[config.mk]
export PLATFORM = sky130hd
export DESIGN_NAME = cmd_bridge
export DESIGN_NICKNAME = d
export VERILOG_FILES = /design/src/rtl/cmd_bridge_pkg.sv /design/src/rtl/cmd_bridge_timer.sv /design/src/rtl/cmd_bridge.sv
export SDC_FILE = /design/constraint.sdc
export NUM_CORES = 1
export LEC_CHECK = 0
export BUFFER_PORTS_ARGS = -buffer_cell sky130_fd_sc_hd__buf_4
export CORE_MARGIN = 1.5
export CORE_UTILIZATION = 51
export DETAILED_ROUTE_END_ITERATION = 10
export PLACE_DENSITY = 0.78
export SLEW_MARGIN = 20
export SYNTH_ARGS = -nofsm -noshare
export SYNTH_HDL_FRONTEND = slang
export SYNTH_SLANG_ARGS = --single-unit
[constraint.sdc]
create_clock -name clk -period 2.3 [get_ports clk]
set_input_delay 0.345 -clock clk [delete_from_list [all_inputs] [get_ports clk]]
set_output_delay 0.345 -clock clk [all_outputs]
set_load 0.02 [all_outputs]
[src/rtl/cmd_bridge_pkg.sv]
// Shared types and constants for the UART-to-register command bridge.
package cmd_bridge_pkg;

    typedef enum logic [2:0] {
        IDLE     = 3'd0,
        WR_DATA  = 3'd1,
        WR_ISSUE = 3'd2,
        RD_REQ   = 3'd3,
        RD_WAIT  = 3'd4,
        TX       = 3'd5
    } state_t;

    localparam int CMD_WR_BIT = 7;

endpackage

[src/rtl/cmd_bridge_timer.sv]
// Stall watchdog: counts enabled cycles since the last clear and flags expiry.
module cmd_timer #(
    parameter int TIMEOUT_CYC = 0
) (
    input  logic clk,
    input  logic rst_n,
    input  logic clr,
    input  logic en,
    output logic expired
);

    localparam int CW = (TIMEOUT_CYC > 0) ? $clog2(TIMEOUT_CYC + 1) : 1;
    localparam logic [CW-1:0] LIMIT = (TIMEOUT_CYC > 0) ? CW'(TIMEOUT_CYC - 1) : '0;

    logic [CW-1:0] count_r;

    // Cycle counter; saturates so it can never wrap back below the limit.
    always_ff @(posedge clk or negedge rst_n) begin
        if (!rst_n) begin
            count_r <= '0;
        end else if (clr) begin
            count_r <= '0;
        end else if (en && (count_r != LIMIT)) begin
            count_r <= count_r + CW'(1);
        end else begin
            count_r <= count_r;
        end
    end

    // Expiry is seen in the cycle before the TIMEOUT_CYC-th edge, so the abort lands on that edge.
    assign expired = (TIMEOUT_CYC > 0) && en && (count_r == LIMIT);

endmodule

[src/rtl/cmd_bridge.sv]
// Command bridge: decodes a UART command byte, performs one register write or read,
// and streams read data back LSB first under transmitter back-pressure.
module cmd_bridge
    import cmd_bridge_pkg::*;
#(
    parameter int ADDR_W      = 7,
    parameter int DATA_BYTES  = 1,
    parameter int TIMEOUT_CYC = 0
) (
    input  logic                    clk,
    input  logic                    rst_n,
    input  logic                    rx_valid,
    input  logic [7:0]              rx_data,
    output logic                    tx_valid,
    output logic [7:0]              tx_data,
    input  logic                    tx_ready,
    output logic                    reg_wr,
    output logic                    reg_rd,
    output logic [ADDR_W-1:0]       reg_addr,
    output logic [8*DATA_BYTES-1:0] reg_wdata,
    input  logic [8*DATA_BYTES-1:0] reg_rdata,
    input  logic                    reg_rd_valid,
    output logic                    busy,
    output logic                    err_timeout
);

    localparam int DW    = 8 * DATA_BYTES;
    localparam int CNT_W = $clog2(DATA_BYTES + 1);
    localparam logic [CNT_W-1:0] LAST = CNT_W'(DATA_BYTES - 1);

    state_t            state_r, state_next;
    logic [CNT_W-1:0]  cnt_r, cnt_next;
    logic [DW-1:0]     data_r, data_next;
    logic [ADDR_W-1:0] addr_r, addr_next;
    logic              timeout_s, rx_take_s, expired_s, timer_clr_s, timer_en_s;
    logic [7:0]        tx_byte_s;

    logic              busy_r, reg_wr_r, reg_rd_r, tx_valid_r, err_r;
    logic [7:0]        tx_data_r;
    logic [DW-1:0]     reg_wdata_r;
    logic [ADDR_W-1:0] reg_addr_r;

    // Next-state, byte counter and data path decisions.
    always_comb begin
        state_next = state_r;
        cnt_next   = cnt_r;
        data_next  = data_r;
        addr_next  = addr_r;
        timeout_s  = 1'b0;
        rx_take_s  = 1'b0;
        case (state_r)
            IDLE: begin
                if (rx_valid) begin
                    addr_next  = rx_data[ADDR_W-1:0];
                    data_next  = '0;
                    cnt_next   = '0;
                    state_next = rx_data[CMD_WR_BIT] ? WR_DATA : RD_REQ;
                end else begin
                    state_next = IDLE;
                end
            end
            WR_DATA: begin
                // A byte arriving on the expiry edge still counts as in time.
                if (rx_valid) begin
                    rx_take_s = 1'b1;
                    data_next = data_r | (DW'(rx_data) << {cnt_r, 3'b000});
                    if (cnt_r == LAST) begin
                        cnt_next   = '0;
                        state_next = WR_ISSUE;
                    end else begin
                        cnt_next = cnt_r + CNT_W'(1);
                    end
                end else if (expired_s) begin
                    timeout_s  = 1'b1;
                    state_next = IDLE;
                end else begin
                    state_next = WR_DATA;
                end
            end
            WR_ISSUE: state_next = IDLE;
            RD_REQ:   state_next = RD_WAIT;
            RD_WAIT: begin
                if (reg_rd_valid) begin
                    data_next  = reg_rdata;
                    cnt_next   = '0;
                    state_next = TX;
                end else if (expired_s) begin
                    timeout_s  = 1'b1;
                    state_next = IDLE;
                end else begin
                    state_next = RD_WAIT;
                end
            end
            TX: begin
                if (tx_ready) begin
                    if (cnt_r == LAST) begin
                        cnt_next   = '0;
                        state_next = IDLE;
                    end else begin
                        cnt_next = cnt_r + CNT_W'(1);
                    end
                end else begin
                    state_next = TX;
                end
            end
            default: state_next = IDLE;
        endcase
    end

    assign tx_byte_s   = 8'(data_next >> {cnt_next, 3'b000});
    assign timer_clr_s = (state_next != state_r) || rx_take_s;
    assign timer_en_s  = (state_r == WR_DATA) || (state_r == RD_WAIT);

    cmd_timer #(
        .TIMEOUT_CYC(TIMEOUT_CYC)
    ) u_timer (
        .clk     (clk),
        .rst_n   (rst_n),
        .clr     (timer_clr_s),
        .en      (timer_en_s),
        .expired (expired_s)
    );

    // State, data holding registers and registered outputs derived from the next state.
    always_ff @(posedge clk or negedge rst_n) begin
        if (!rst_n) begin
            state_r     <= IDLE;
            cnt_r       <= '0;
            data_r      <= '0;
            addr_r      <= '0;
            busy_r      <= 1'b0;
            reg_wr_r    <= 1'b0;
            reg_rd_r    <= 1'b0;
            tx_valid_r  <= 1'b0;
            tx_data_r   <= 8'h00;
            reg_wdata_r <= '0;
            reg_addr_r  <= '0;
            err_r       <= 1'b0;
        end else begin
            state_r     <= state_next;
            cnt_r       <= cnt_next;
            data_r      <= data_next;
            addr_r      <= addr_next;
            busy_r      <= (state_next != IDLE);
            reg_wr_r    <= (state_next == WR_ISSUE);
            reg_rd_r    <= (state_next == RD_REQ);
            tx_valid_r  <= (state_next == TX);
            tx_data_r   <= (state_next == TX) ? tx_byte_s : 8'h00;
            reg_wdata_r <= (state_next == WR_ISSUE) ? data_next : '0;
            reg_addr_r  <= (state_next == IDLE) ? '0 : addr_next;
            err_r       <= timeout_s;
        end
    end

    assign busy        = busy_r;
    assign reg_wr      = reg_wr_r;
    assign reg_rd      = reg_rd_r;
    assign tx_valid    = tx_valid_r;
    assign tx_data     = tx_data_r;
    assign reg_wdata   = reg_wdata_r;
    assign reg_addr    = reg_addr_r;
    assign err_timeout = err_r;

endmodule

==> summary.txt, run 1 <==
Routing
  • DR WL/cell: between 10 and 15 um
  • Final ANT Viol Nets: 0
  • Routed wire length: 3.31 mm
  • DR vias: 1,225
  • DRT iter0 DRCs: 86
  • Initial DRT Pass Iterations: 6
  • Remaining DRCs: 0
  • Vias per cell: 5.33

Clock network
  • CTS H-tree lvls: 2
  • CTS Buf Count: 5
  • Reg clk slew, reported paths: 120 ps
  • Max Buffers Root-to-Sink: 2
  • Clk root buf: clkbuf_4
  • Worst-skew pair later-pin latency: 330 ps
  • Post-CTS setup buffers: 0
  • TritonCTS clock tree: yes
  • Clock Sinks: 46

Placed design
  • RePlAce Congestion: about 0.8
  • Placed instance count: approximately 220
  • Port Buffers: 47
  • DPL Wire Length: around 2.4 mm

Layout
  • Nets@finish: 204
  • Proportion of layout cells with a drive suffix above 1: 34.2%
  • Register area: 0.00115 sq mm
  • Commonest cells after routing, fill and taps aside: 47 x buf_4, 46 x dfrtp_1, 13 x nor2_1
  • Area of the multi-input gates: approximately 550 sq um
  • Fillers: roughly 270
  • Non-Filler Instances: 230
  • N_diodes: 0
  • Area Overhead vs Synth: 23.2%
  • Most common cell after layout, fill and taps aside: buf_4

Timing
  • Final setup TNS: 0 ps
  • Count of final hold-check violations: 0
  • Clock skew: 4.42 ps
  • Final worst-path cycle share: 88.3%
  • Max Fclk: roughly 0.49 GHz
  • RSZ-0062 raised after global routing: false
  • Slew @ Worst Pin: 994 ps
  • Min cycle time layout: 2030 ps
  • Max Slew Vio Count: 0
  • Hold WS: 178 ps
  • Final setup fails: 0
  • Max-slew headroom: 33.5%

Global routing
  • Grt total ovfl: 0
  • Gr usage total: 18.5%
  • Vias in the first global route: about 1,200
  • Largest net degree at the start of global routing: 47
  • Global-route wire length before repair: 5.63 mm
  • Initial antenna violation count: 0

Logic synthesis
  • Flops & latches, synth: 46
  • Syn_area_per_cell: around 13 sq um
  • Top FF cell, synth: dfrtp_1
  • Post-synth top area cell: dfrtp_1
  • Mapped Cells: 138
  • Mapped cell area: 0.00180 sq mm
  • Sequential area share after synthesis: 64.0%
  • Synthesized Nets: between 150 and 200
  • EDFF count, synth: 0
  • Synth cell types: 30
  • Yosys warns: 0
  • FFs w/ async S/R, synth: 100%
  • Area share of the largest cell type after synthesis: 64.0%
  • Top post-synthesis cells by area: dfrtp_1 64%, a222oi_1 4.5%, mux2_2 4.4%

Die
  • I/O pin count: 49
  • Die Span X: 62.4 um
  • Core ar.: 0.00336 sq mm
  • Full die area: 0.00389 sq mm
  • Die span in y: around 62 um
  • Initial cell density of the core: approximately 53%
  • Row count: 21

Run status
  • Status: complete, no violations

Pwr
  • Cell Pwr Density: 1180 mW/mm^2
  • Max VDD drop: between 0.6 and 0.7 mV
  • P_leak: ~1.1 nW

Setup path
  • Worst Setup End Kind: flop
  • Crit Path Class: reg2reg
  • CP Cell Sequence: nand2b_1 > nor2_1 > a222oi_1 > nor2_1
  • Most used cell, CP: nor2_1
  • Critical path's slowest cell: nor2_1
  • Critical path required time: 2570 ps
  • Max FO, Critical Path: 16
  • Arr. time, crit path: around 2300 ps
  • Slowest Stage Delay on Critical Path: about 760 ps
  • Crit path launch type: flop

Worst hold path
  • Hold Path Class: in2reg

Job
  • Max-Cap Viols: 0
## cells in the mapped netlist, types with 3 or more instances
master	instances
nor2b_1	10
o31a_1	6
a221oi_1	8
a222oi_1	8
nor2_1	13
mux2_2	7
dfrtp_1	46
inv_1	10
clkbuf_1	3
## cell type report
type	count	area share, %
Tap cell	46	2.60
Timing Repair Buffer	48	16.4
Sequential cell	46	52.0
Multi-Input combinational cell	72	24.6
Inverter	10	1.69
Clock inverter	1	0.226
Clock buffer	7	2.49
## sequential cells by signal, indices dropped and copies added, names as in the netlist
register / count
data_r: 8
reg_wdata: 8
tx_data: 8
addr_r: 7
reg_addr: 7
state_r: 3
busy: 1
cnt_r: 1
reg_rd: 1
reg_wr: 1
tx_valid: 1
## critical path, delay by kind of cell (launching register included)
kind	cells	cell delay [ps]
AO/OA/AOI/OAI	1	310
flip-flops	1	520
AND/OR/NAND/NOR	3	1140
## final timing paths
check	from	end	slack (ps)	cells after the start
max	state_r[0]$_DFF_PN0_	tx_data[7]$_DFF_PN0_	270	4
min	rx_data[7]	reg_rd$_DFF_PN0_	180	2
max reg2reg	state_r[0]$_DFF_PN0_	tx_data[7]$_DFF_PN0_	270	4
min reg2reg	addr_r[6]$_DFF_PN0_	addr_r[6]$_DFF_PN0_	510	1
max in group asynchronous	rst_n	addr_r[2]$_DFF_PN0_	1380	2
min in group asynchronous	rst_n	data_r[4]$_DFF_PN0_	550	2
## metal layers
layer | track usage [%] | share of wire [%]
met3 | 4.68 | 5.5
met5 | 0 | 0
met4 | 5.56 | 1.0
met1 | 26.0 | 46
met2 | 28.8 | 48
## kinds of logic (layout without fill, tap and decap cells)
kind of cell,count (synthesis),in the layout,share of synthesized area [%]
AOI/OAI and AO/OA,26,26,12.9
and+or+nand+nor,36,36,11.7
muxes,9,9,5.50
buffers and inverters,20,66,5.64
DFF,46,46,64.0
other,1,1,0.209
## where the power goes
group	switching, mW	internal [mW]
sequential	0.133	1.08
clock	0.225	0.149
combinational	0.555	0.473
total	0.913	1.70
## repair_timing
item,in CTS,in global routing
hold endpoints to repair,33,0
resized for setup,0,0
hold buffers,1,0
## stage by stage
stage / util, % / total power [mW] / area, sq um / setup slack [ps]
after global routing: 65.8 / 2.80 / 2210 / 102
after floorplan: - / 1.94 / 1800 / 621
final: 65.8 / 2.61 / 2210 / 268
after CTS: 65.8 / 2.64 / 2210 / 326
after detailed placement: 63.8 / 2.25 / 2140 / 357
after global placement: 63.8 / 2.21 / 2140 / 436
Power figures use the tool's default switching activity.
==> run 2: changes to the inputs <==
==> constraint.sdc (replaced) <==
create_clock -name clk -period 2.3 [get_ports clk]
set_input_delay 0 -clock clk [delete_from_list [all_inputs] [get_ports clk]]
set_output_delay 0 -clock clk [all_outputs]
set_load 0.02 [all_outputs]
==> summary.txt, run 2 (synthesis results as in run 1) <==
Pwr
  • P_leak: 1.19 nW (+6.4%)
  • Pwr Total: 2.64 mW (+1.1%)
  • Cell Pwr Density: 1110 mW/mm^2 (-6.1%)
  • Max VDD drop: 0.677 mV (+0.98%)

Timing
  • Min cycle time layout: 2030 ps (-0.682 ps)
  • RSZ-0062 raised after global routing: false
  • Final setup TNS: 0 ps (unchanged)
  • Max Slew Vio Count: 0 (unchanged)
  • Final worst-path cycle share: 88.3% (about the same)
  • Count of final hold-check violations: 0 (unchanged)
  • Final setup fails: 0 (unchanged)
  • Max-slew headroom: 34.3% (+0.85 points)
  • Clock skew: 5.61 ps (+1.19 ps)
  • Max Fclk: 0.492 GHz (about the same)
  • Slew @ Worst Pin: 981 ps (-12.8 ps)

Setup path
  • Crit path launch type: flop
  • Crit Path Class: reg2reg
  • Arr. time, crit path: 2300 ps (about the same)
  • Crit path from: state_r[0]$_DFF_PN0_
  • Max FO, Critical Path: 16 (unchanged)
  • Critical path required time: 2570 ps (about the same)
  • Worst Setup End Kind: flop
  • R2R Path Start: state_r[0]$_DFF_PN0_

Die
  • I/O pin count: 49 (unchanged)
  • Die span in y: 62.4 um (unchanged)
  • Die Span X: 62.4 um (unchanged)
  • Initial cell density of the core: 53.5% (unchanged)
  • Full die area: 0.00389 sq mm (unchanged)
  • Core ar.: 0.00336 sq mm (unchanged)
  • Row count: 21 (unchanged)

Layout
  • Fillers: 243 (-8.6%)
  • Most common cell after layout, fill and taps aside: buf_4
  • Proportion of layout cells with a drive suffix above 1: 31.3% (-2.9 points)
  • Commonest cells after routing, fill and taps aside: 47 x buf_4, 46 x dfrtp_1, 18 x dlygate4sd3_1
  • Nets@finish: 221 (+8.3%)
  • Area Overhead vs Synth: 32.6%
  • N_diodes: 0 (unchanged)

Global routing
  • Grt total ovfl: 0 (unchanged)
  • Global-route wire length before repair: 5.99 mm (+6.4%)
  • Gr usage total: 19.7% (+1.2 points)
  • Vias in the first global route: 1,233 (+5.7%)
  • Initial antenna violation count: 0 (unchanged)
  • Largest net degree at the start of global routing: 47 (unchanged)

Clock network
  • Post-CTS setup buffers: 0 (unchanged)
  • Worst-skew pair later-pin latency: 330 ps (about the same)
  • Reg clk slew, reported paths: 120 ps (about the same)
  • CTS Buf Count: 5 (unchanged)
  • TritonCTS clock tree: yes
  • Max Buffers Root-to-Sink: 2 (unchanged)
  • Clock Sinks: 46 (unchanged)
  • Hold buffers post-CTS: 18 (+17)
  • CTS H-tree lvls: 2 (unchanged)
  • Post-CTS sizing: 0 (unchanged)
  • Clk root buf: clkbuf_4

Worst hold path
  • Hold Path Class: in2reg
  • Worst hold start: tx_ready

Placed design
  • Port Buffers: 47 (unchanged)
  • RePlAce Congestion: 0.791 (unchanged)
  • DPL Wire Length: 2.35 mm (unchanged)

Routing
  • Vias per cell: 5.23 (-1.8%)
  • DR WL/cell: 14.3 um (-0.70%)
  • DR vias: 1,292 (+5.5%)
  • Final ANT Viol Nets: 0 (unchanged)
  • Remaining DRCs: 0 (unchanged)
  • DRT iter0 DRCs: 90 (+4.7%)
  • Routed wire length: 3.53 mm (+6.6%)
  • Initial DRT Pass Iterations: 5 (-1)

Run status
  • Status: complete, no violations

Job
  • Max-Cap Viols: 0 (unchanged)
==> run 2: cell types whose count changed in the layout (fill, tap and decap cells not counted) <==
cell / previous run / this run
dlygate4sd3_1: 1 / 18
==> run 2: worst max-delay path: stages (launching register included) <==
cell and delay, ps:
dfrtp_1 520, nand2b_1 220, nor2_1 750, a222oi_1 310, nor2_1 160
==> run 2: final timing paths <==
kind | to | slack (ps) | depth (start not counted)
max | tx_data[7]$_DFF_PN0_ | 270 | 4
min | tx_valid$_DFF_PN0_ | 60 | 3
max reg2reg | tx_data[7]$_DFF_PN0_ | 270 | 4
min reg2reg | addr_r[4]$_DFF_PN0_ | 510 | 1
max in group asynchronous | reg_addr[0]$_DFF_PN0_ | 1730 | 2
min in group asynchronous | tx_data[5]$_DFF_PN0_ | 190 | 2
==> run 2: routing by layer <==
metal | GRT usage [%] | part of all wire (%) | vias to the layer above
met2 | 30.3 | 48 | 52
li1 | - | - | 619
met5 | 0 | 0 | -
met3 | 4.86 | 6.2 | 7
met1 | 27.8 | 44 | 614
met4 | 6.67 | 1.5 | 0
==> run 2: final cells by class <==
type                            instances  area, sq um  share of cell area, %
Clock buffer                            7         55.1                   2.31
Timing Repair Buffer                   65          533                   22.4
Sequential cell                        46         1150                   48.3
Inverter                               10         37.5                   1.57
Clock inverter                          1         5.00                  0.210
Tap cell                               46         57.6                   2.41
Multi-Input combinational cell         72          546                   22.9
==> run 2: power by group <==
part / switching [mW] / internal [mW]
logic: 0.560 / 0.491
registers: 0.134 / 1.08
clock network: 0.228 / 0.149
total: 0.922 / 1.72
==> run 2: stage by stage <==
step | util [%] | std cells | hold WS [ps] | area [sq um] | setup WS, ps
CTS | 70.9 | 247 | 56.3 | 2380 | 326
finish | 70.9 | 247 | 64.1 | 2380 | 269
detailed placement | 63.8 | 221 | 29.3 | 2140 | 357
global route | 70.9 | 247 | 46.2 | 2380 | 101
global placement | 63.8 | 221 | 18.1 | 2140 | 436
floorplan | - | 138 | -296 | 1800 | 621
